<file path="src/rtl/sigma_bus_arb.sv">
// Round-robin arbiter that shares one slave memory port between NUM_M masters,
// with one outstanding transaction and a read-response watchdog.
module sigma_bus_arb #(
  parameter int                NUM_M          = 3,
  parameter int                ADDR_W         = 32,
  parameter int                DATA_W         = 32,
  parameter int                TIMEOUT_CYCLES = 1024,
  parameter logic [DATA_W-1:0] ERR_DATA       = 32'hDEADBEEF
) (
  input  logic                       clk_i,
  input  logic                       rst_i,
  input  logic [NUM_M-1:0]           m_req_i,
  input  logic [NUM_M-1:0]           m_we_i,
  input  logic [NUM_M*ADDR_W-1:0]    m_addr_i,
  input  logic [NUM_M*DATA_W/8-1:0]  m_be_i,
  input  logic [NUM_M*DATA_W-1:0]    m_wdata_i,
  output logic [NUM_M-1:0]           m_ack_o,
  output logic [NUM_M-1:0]           m_resp_o,
  output logic [DATA_W-1:0]          m_rdata_o,
  output logic                       s_req_o,
  output logic                       s_we_o,
  output logic [ADDR_W-1:0]          s_addr_o,
  output logic [DATA_W/8-1:0]        s_be_o,
  output logic [DATA_W-1:0]          s_wdata_o,
  input  logic                       s_ack_i,
  input  logic                       s_resp_i,
  input  logic [DATA_W-1:0]          s_rdata_i,
  output logic                       err_o
);

  localparam int          BE_W    = DATA_W / 8;
  localparam int          IDX_W   = (NUM_M > 1) ? $clog2(NUM_M) : 1;
  localparam bit          WD_EN   = (TIMEOUT_CYCLES != 0);
  localparam logic [31:0] TO_LAST = 32'(TIMEOUT_CYCLES - 1);

  typedef enum logic [1:0] {
    ST_IDLE = 2'd0,
    ST_REQ  = 2'd1,
    ST_RESP = 2'd2
  } state_e;

  state_e             state_q, state_d;
  logic [IDX_W-1:0]   ptr_q, ptr_d;
  logic [IDX_W-1:0]   gnt_q, gnt_d;
  logic [31:0]        cnt_q, cnt_d;
  logic               s_req_q, s_req_d;
  logic               s_we_q, s_we_d;
  logic [ADDR_W-1:0]  s_addr_q, s_addr_d;
  logic [BE_W-1:0]    s_be_q, s_be_d;
  logic [DATA_W-1:0]  s_wdata_q, s_wdata_d;

  logic               hit_s;
  logic [IDX_W-1:0]   pick_s;
  logic               timeout_s;
  logic [NUM_M-1:0]   ack_s, resp_s;
  logic [DATA_W-1:0]  rdata_s;
  logic               err_s;

  logic [ADDR_W-1:0]  addr_a  [NUM_M];
  logic [BE_W-1:0]    be_a    [NUM_M];
  logic [DATA_W-1:0]  wdata_a [NUM_M];

  for (genvar k = 0; k < NUM_M; k++) begin : g_unpack
    assign addr_a[k]  = m_addr_i[k*ADDR_W +: ADDR_W];
    assign be_a[k]    = m_be_i[k*BE_W +: BE_W];
    assign wdata_a[k] = m_wdata_i[k*DATA_W +: DATA_W];
  end

  function automatic logic [IDX_W-1:0] wrap_inc(input logic [IDX_W-1:0] v);
    if (v == IDX_W'(NUM_M - 1)) begin
      return '0;
    end else begin
      return v + IDX_W'(1);
    end
  endfunction

  // Rotating-priority scan: first requester at or after ptr, modulo NUM_M.
  always_comb begin
    logic [IDX_W-1:0] idx_v;
    hit_s  = 1'b0;
    pick_s = '0;
    idx_v  = '0;
    for (int i = 0; i < NUM_M; i++) begin
      idx_v = IDX_W'((int'(ptr_q) + i) % NUM_M);
      if (!hit_s && m_req_i[idx_v]) begin
        hit_s  = 1'b1;
        pick_s = idx_v;
      end else begin
        pick_s = pick_s;
      end
    end
  end

  assign timeout_s = WD_EN && (state_q == ST_RESP) && (cnt_q == TO_LAST) && !s_resp_i;

  // Next-state, pointer update and the unregistered ack/resp return path.
  always_comb begin
    state_d   = state_q;
    ptr_d     = ptr_q;
    gnt_d     = gnt_q;
    cnt_d     = cnt_q;
    s_req_d   = s_req_q;
    s_we_d    = s_we_q;
    s_addr_d  = s_addr_q;
    s_be_d    = s_be_q;
    s_wdata_d = s_wdata_q;
    ack_s     = '0;
    resp_s    = '0;
    rdata_s   = '0;
    err_s     = 1'b0;
    case (state_q)
      ST_IDLE: begin
        if (hit_s) begin
          gnt_d     = pick_s;
          s_req_d   = 1'b1;
          s_we_d    = m_we_i[pick_s];
          s_addr_d  = addr_a[pick_s];
          s_be_d    = be_a[pick_s];
          s_wdata_d = wdata_a[pick_s];
          state_d   = ST_REQ;
        end else begin
          state_d = ST_IDLE;
        end
      end
      ST_REQ: begin
        if (s_ack_i) begin
          ack_s[gnt_q] = 1'b1;
          s_req_d      = 1'b0;
          cnt_d        = 32'd0;
          if (s_we_q || s_resp_i) begin
            // Writes and zero-latency reads both finish in the ack cycle.
            resp_s[gnt_q] = !s_we_q;
            rdata_s       = s_we_q ? '0 : s_rdata_i;
            ptr_d         = wrap_inc(gnt_q);
            state_d       = ST_IDLE;
          end else begin
            state_d = ST_RESP;
          end
        end else begin
          state_d = ST_REQ;
        end
      end
      ST_RESP: begin
        cnt_d   = cnt_q + 32'd1;
        rdata_s = s_rdata_i;
        if (s_resp_i || timeout_s) begin
          resp_s[gnt_q] = 1'b1;
          rdata_s       = timeout_s ? ERR_DATA : s_rdata_i;
          err_s         = timeout_s;
          ptr_d         = wrap_inc(gnt_q);
          cnt_d         = 32'd0;
          state_d       = ST_IDLE;
        end else begin
          state_d = ST_RESP;
        end
      end
      default: begin
        state_d = ST_IDLE;
      end
    endcase
  end

  // State and command registers with synchronous reset.
  always_ff @(posedge clk_i) begin
    if (rst_i) begin
      state_q   <= ST_IDLE;
      ptr_q     <= '0;
      gnt_q     <= '0;
      cnt_q     <= 32'd0;
      s_req_q   <= 1'b0;
      s_we_q    <= 1'b0;
      s_addr_q  <= '0;
      s_be_q    <= '0;
      s_wdata_q <= '0;
    end else begin
      state_q   <= state_d;
      ptr_q     <= ptr_d;
      gnt_q     <= gnt_d;
      cnt_q     <= cnt_d;
      s_req_q   <= s_req_d;
      s_we_q    <= s_we_d;
      s_addr_q  <= s_addr_d;
      s_be_q    <= s_be_d;
      s_wdata_q <= s_wdata_d;
    end
  end

  assign s_req_o   = s_req_q;
  assign s_we_o    = s_we_q;
  assign s_addr_o  = s_addr_q;
  assign s_be_o    = s_be_q;
  assign s_wdata_o = s_wdata_q;
  assign m_ack_o   = ack_s;
  assign m_resp_o  = resp_s;
  assign m_rdata_o = rdata_s;
  assign err_o     = err_s;

endmodule

</file>
<file path="config.mk">
export PLATFORM = sky130hd
export DESIGN_NAME = sigma_bus_arb
export DESIGN_NICKNAME = d
export VERILOG_FILES = /design/src/rtl/sigma_bus_arb.sv
export SDC_FILE = /design/constraint.sdc
export NUM_CORES = 1
export LEC_CHECK = 0
export CAP_MARGIN = 10
export CORE_AREA = 4 4 137 139
export DETAILED_ROUTE_END_ITERATION = 7
export DIE_AREA = 0 0 141 143
export PLACE_DENSITY = 0.79
export RECOVER_POWER = 100
export REMOVE_ABC_BUFFERS = 1
export SLEW_MARGIN = 40
export SYNTH_ARGS = -nofsm -noshare
export SYNTH_HDL_FRONTEND = slang
export SYNTH_SLANG_ARGS = --single-unit
</file>
<file path="constraint.sdc">
create_clock -name clk_i -period 3 [get_ports clk_i]
set_input_delay 0.3 -clock clk_i [delete_from_list [all_inputs] [get_ports clk_i]]
set_output_delay 0.3 -clock clk_i [all_outputs]
set_load 0.05 [all_outputs]
</file>
; ---- Word-level counts from Yosys, hierarchy flattened
; Cells that the tools add are included.
[totals]
reg_bits = 108
out_inout_bits = 109
input_bits = 246
elab_cells = 106
[op_classes]
reduce_logical = 18
order_cmp = 7
muxes = 55
n_addsub = 4
bitwise_logic = 2
div = 3
n_eq_ne = 8
[op_table]
columns = op, count
row1 = two-way mux 32 bit, 11
row2 = binary-select mux 32 bit (select 2 bit), 2
row3 = case mux 32 bit (2 select lines), 2
row4 = remainder unit 32 x 3 -> 32 bit (second input constant), 2
row5 = adder 32 x 1 -> 32 bit (second input constant), 1
row6 = equality test 32 x 10 -> 1 bit (second input constant), 1
row7 = remainder unit 3 x 3 -> 32 bit (second input constant), 1
row8 = two-way mux 2 bit, 10
row9 = < comparator 2 x 3 -> 1 bit (second input constant), 5
row10 = two-way mux 3 bit, 5
row11 = two-way mux 1 bit, 13
row12 = binary-select mux 1 bit (select 2 bit), 4
row13 = binary-select mux 4 bit (select 2 bit), 1
row14 = two-way mux 4 bit, 2
row15 = != test 2 bit (second input constant), 3
row16 = case mux 2 bit (3 select lines), 1
row17 = case mux 3 bit (2 select lines), 1
row18 = logical AND 1 bit, 5
row19 = equality test 2 bit (second input constant), 2
row20 = zero test 1 bit, 4
row21 = case mux 2 bit (2 select lines), 1
row22 = AND reduction 2 bit, 2
row23 = AND reduction 4 bit, 1
row24 = nonzero test 2 bit, 2
row25 = 14 further kinds, 15

; ---- Depth between registers and ports, before layout
[logic_depth]
ltp_word = 14
ltp_mapped = 12
mapped_depth_nobuf = 7

; ---- Worst setup path before layout
; Ideal clock, no wire load.
[synth_path]
path_kind = register to output
start = reg state_q[0]
end = out m_resp_o[2]
arrival_time_ps = 2530
path_stages_with_launch = 8
required_ps = 2700
slack_ps = 170
path_buffers = 0
cell_sequence = dfxtp_1 -> inv_1 -> ha_1 -> nor4b_1 -> nand4_1 -> nor3_1 -> o21ai_0 -> nor3b_1
[synth_via]
elab_chain_len = 6
word_cells_on_any_way = 7
cone_classes = eq/ne: 2 / mux: 2 / reduce/logical: 3
[synth_rtl]
columns = item, line
row1 = from (decl), 42  ; state_e state_q, state_d;
row2 = from (signal assigned), 176  ; state_q <= state_d;
row3 = equality test 2 bit, "94, 111"
row4 = logical AND 1 bit (2 in a row), 94  ; assign timeout_s = WD_EN && (state_q == ST_RESP) && (cnt_q == TO_LAST) && !s_resp_i;
row5 = logical OR 1 bit, 146  ; if (s_resp_i || timeout_s) begin
row6 = two-way mux 3 bit, 146
row7 = case mux 3 bit (2 select lines) *, 111  ; case (state_q)
row8 = to (decl), 18  ; output logic [NUM_M-1:0] m_resp_o,
; Mark *: on every way between the ends. The rest lies on a longest branch, timed or not.

; ---- Worst setup path after layout
; Same ends and word-level chain as after synthesis.

==> impl_metrics.ini <==
[worst_setup_path]
start_kind = flop
timing.reg2reg.setup_slack_ns = 0.31
crit-reg2reg-capture = cnt_q[0]
arrival_ns = 2.56
path_max_fanout = 4
cp.buffers_inverters = 2
timing.critical_path.cells = inv_1, ha_1, nor4b_1, nand4_1, nor3_2, o21ai_0, nor3b_2, clkbuf_2
length_in_cells_of_the_worst_reg_to_reg_path = 9
critPathCaptureType = output port
worstPathRequired_ns = 2.70
r2r_start = state_q[0]
crit_path_max_delay_cell_type = sky130_fd_sc_hd__dfxtp_1
cp_slowest_stage_delay_ns = 0.34
path_class = flop to output port
critical-path-top-delay-family = simple AND/OR/NAND/NOR gates

[clocking]
worstSkewPairLatency_ns = 0.36
clk_pin_slew_worst_paths_ns = 0.08
clockRootBuffer = sky130_fd_sc_hd__clkbuf_16
tritoncts_clock_tree = done
numCtsBuffers = 9
cts_htree_levels = 3
ctsLongestPathBuffers = 2
sinks_on_clock_net = 108
cts.hold.buffers_added = 0

[route]
detail-route-antenna-nets = 0
num_vias = 7610
drt_iter0_markers = 583
totalWireLength_mm = 27.7
drt_pass1_iterations = 5
wire_per_inst_um = 20.9
route.detailed.vias_per_inst = 5.75
number_of_remaining_drc_errors = 0

[grt]
global_route.usage.total = 0.259
grt_first_pass_wirelength_mm = 41.6
grt_antenna_before_repair = 0
grt_max_degree = 70
grt_pass1_vias = 7564
grt.overflow.total = 0

[cells_and_area]
finish.instance_area_um2 = 10500
area_used_by_multi_input_combinational_logic_um2 = 4050
areaGrowthSynthToFinish_pct = 60.2
num-nets-final = 1343
register_cell_area_after_layout_um2 = 2160
drive_above_1_share = 0.0995
layout.filler_cells = 1557
num_antenna_cells = 0

[placed_design]
gp_routability_congestion = 0.851
pre_cts_slack_ns = 0.375
post_dp_cell_area_um2 = 10600
numPortBuffers = 354
post-dp-hpwl_mm = 20.0

[flow_run]
timing.max_cap.violations = 0

[sta]
fmax_ghz = 0.350
max_slew_margin = 0.533
final.min_clock_period_ns = 2.86
tightestPinTransition_ns = 0.701
final_hold_viol_count = 0
worst_clock_skew_ns = 0.0121
postLayoutSetupSlackWorst_ns = 0.144
final-max-slew-violation-count = 0
whs_ns = 0.339
finalSetupViolations = 0
final_min_period_over_clock_period = 0.952

[die]
die_x_um = 141
floorplan.die_area_um2 = 20200
chipHeight_um = 143
rows = 49
fp.coreArea_um2 = 17700
io-pin-count = 355
initial_core_util = 0.372

[min_path]
hp-class = primary input to flop
hold_path_end = s_wdata_o[16]
worstHoldStart = rst_i
hold_depth = 3

[logic_synthesis]
synth.distinct_cells = 53
ys_seq_area_frac = 0.329
synth_top_flop_cell = sky130_fd_sc_hd__dfxtp_1
synth_enable_flop_cells = 0
syn_avg_cell_area_um2 = 8.36
yosys.cell_count.top_type = sky130_fd_sc_hd__dfxtp_1
synth.area.top_cells = sky130_fd_sc_hd__dfxtp_1 33%, sky130_fd_sc_hd__a221oi_1 8.0%, sky130_fd_sc_hd__o32ai_1 8.0%
synthAdderAreaFrac = 0.0133
synth_xor_area_frac = 0.0360
syn-cell-area_um2 = 6570
yosys_warnings = 0
post_synth_and_or_nand_nor_area_fraction = 0.295
synth-async-reset-ratio = 0
netlist_instances = 786
largest_area_contributor_in_the_synthesized_netlist = sky130_fd_sc_hd__dfxtp_1
area_share_of_the_largest_cell_type_after_synthesis = 0.329
synth_top_family_by_area = simple AND/OR/NAND/NOR gates
postSynthRegisterBits = 108
yosys-mux-area-fraction = 0.00324
synth-compound-area-share = 0.261
synth.cells.most_frequent = 108 x sky130_fd_sc_hd__dfxtp_1, 107 x sky130_fd_sc_hd__nor2_1, 78 x sky130_fd_sc_hd__and3_1

[power]
share_seq_of_total_power = 0.308
cellInternalPower_mw = 3.34
power_switching_share = 0.431
power.ir.vdd_worst_mv = 0.285
pwr-share-comb = 0.487
ratio_of_total_power_to_cell_area_nw_per_um2 = 558
power_frac_clock = 0.204
net-switching-power_mw = 2.53
p_leak_nw = 4.04

[status]
outcome = complete, no violations
[metrics by stage]
step | std cells | util | power [mW] | TNS (ns)
floorplan | 705 | - | 3.53 | -152.04
global placement | 1306 | 0.601 | 4.78 | 0
detailed placement | 1307 | 0.602 | 4.82 | 0
CTS | 1323 | 0.619 | 6.03 | 0
global route | 1324 | 0.596 | 6.13 | -0.00346
finish | 1324 | 0.596 | 5.87 | 0
[flip-flops by register name, indices dropped and copies added (netlist names)]
register	cells
cnt_q	32
gnt_q	2
ptr_q	2
s_addr_o	32
s_be_o	4
s_req_o	1
s_wdata_o	32
s_we_o	1
state_q	2
[cell type report]
| class | instances | share of cell area |
|---|---|---|
| multi-input cells | 584 | 0.385 |
| repair buffers | 374 | 0.349 |
| clock inverters | 5 | 0.00404 |
| flip-flops and latches | 108 | 0.205 |
| well taps | 229 | 0.0272 |
| inverters | 13 | 0.00464 |
| clock buffers | 11 | 0.0240 |
[layer usage]
metal,track usage,vias up,share of wire
met1,0.321,3575,0.39
met5,0,-,0
li1,-,3571,-
met2,0.441,403,0.49
met4,0.101,0,0.035
met3,0.0576,61,0.086
[power by group through the flow]
stage,logic (mW),registers (mW),clock network (mW)
global route,3.00,1.84,1.29
detailed placement,2.97,1.85,0
CTS,2.98,1.82,1.23
floorplan,0.970,2.57,0
global placement,2.94,1.84,0
finish,2.86,1.81,1.20
[cells in the final DEF (no fill, tap or decap), drive strengths merged, types with 3 or more instances in the layout]
master	n
a21oi	9
a221oi	69
and2	4
and3	78
and4	7
buf	27
clkbuf	42
clkdlybuf4s50	246
clkinv	3
dfxtp	108
dlygate4sd3	70
ha	7
inv	15
nand2	28
nand2b	74
nand3	12
nand4	7
nor2	108
nor3	14
nor3b	4
nor4	12
nor4b	3
o21a	21
o21ai	5
o32ai	69
or3	6
xnor2	24
xor2	3
[repair_timing]
item / in CTS / in global routing
buffers inserted: 0 / 1
hold endpoints to repair: 0 / 0
gates resized for setup: 0 / 4
endpoints found under the setup margin: 0 / 8
[worst max path at each step]
stage / start / endpoint / slack, ns / cells after the start
after floorplan: ptr_q[0] / s_addr_o[21] / -2.02 / 7
after global placement: ptr_q[0] / s_addr_o[18] / 0.46 / 7
after detailed placement: ptr_q[0] / s_wdata_o[5] / 0.37 / 7
after CTS: state_q[0] / m_resp_o[2] / 0.11 / 8
after global routing: state_q[0] / m_resp_o[2] / -0.003 / 8
final: state_q[0] / m_resp_o[2] / 0.14 / 8
[worst min-delay path: stages]
cell and delay [ns]:
sky130_fd_sc_hd__buf_2 0.16, sky130_fd_sc_hd__nand2b_1 0.12, sky130_fd_sc_hd__o32ai_1 0.07
[cells by family after synthesis]
kind of cell | count (synthesis)
AND/OR/NAND/NOR | 359
AO/OA/AOI/OAI | 189
flip-flops | 108
buffers and inverters | 94
XOR/XNOR | 27
adder cells (fa/ha/maj) | 7
multiplexers | 2
Power figures use the tool's default switching activity.
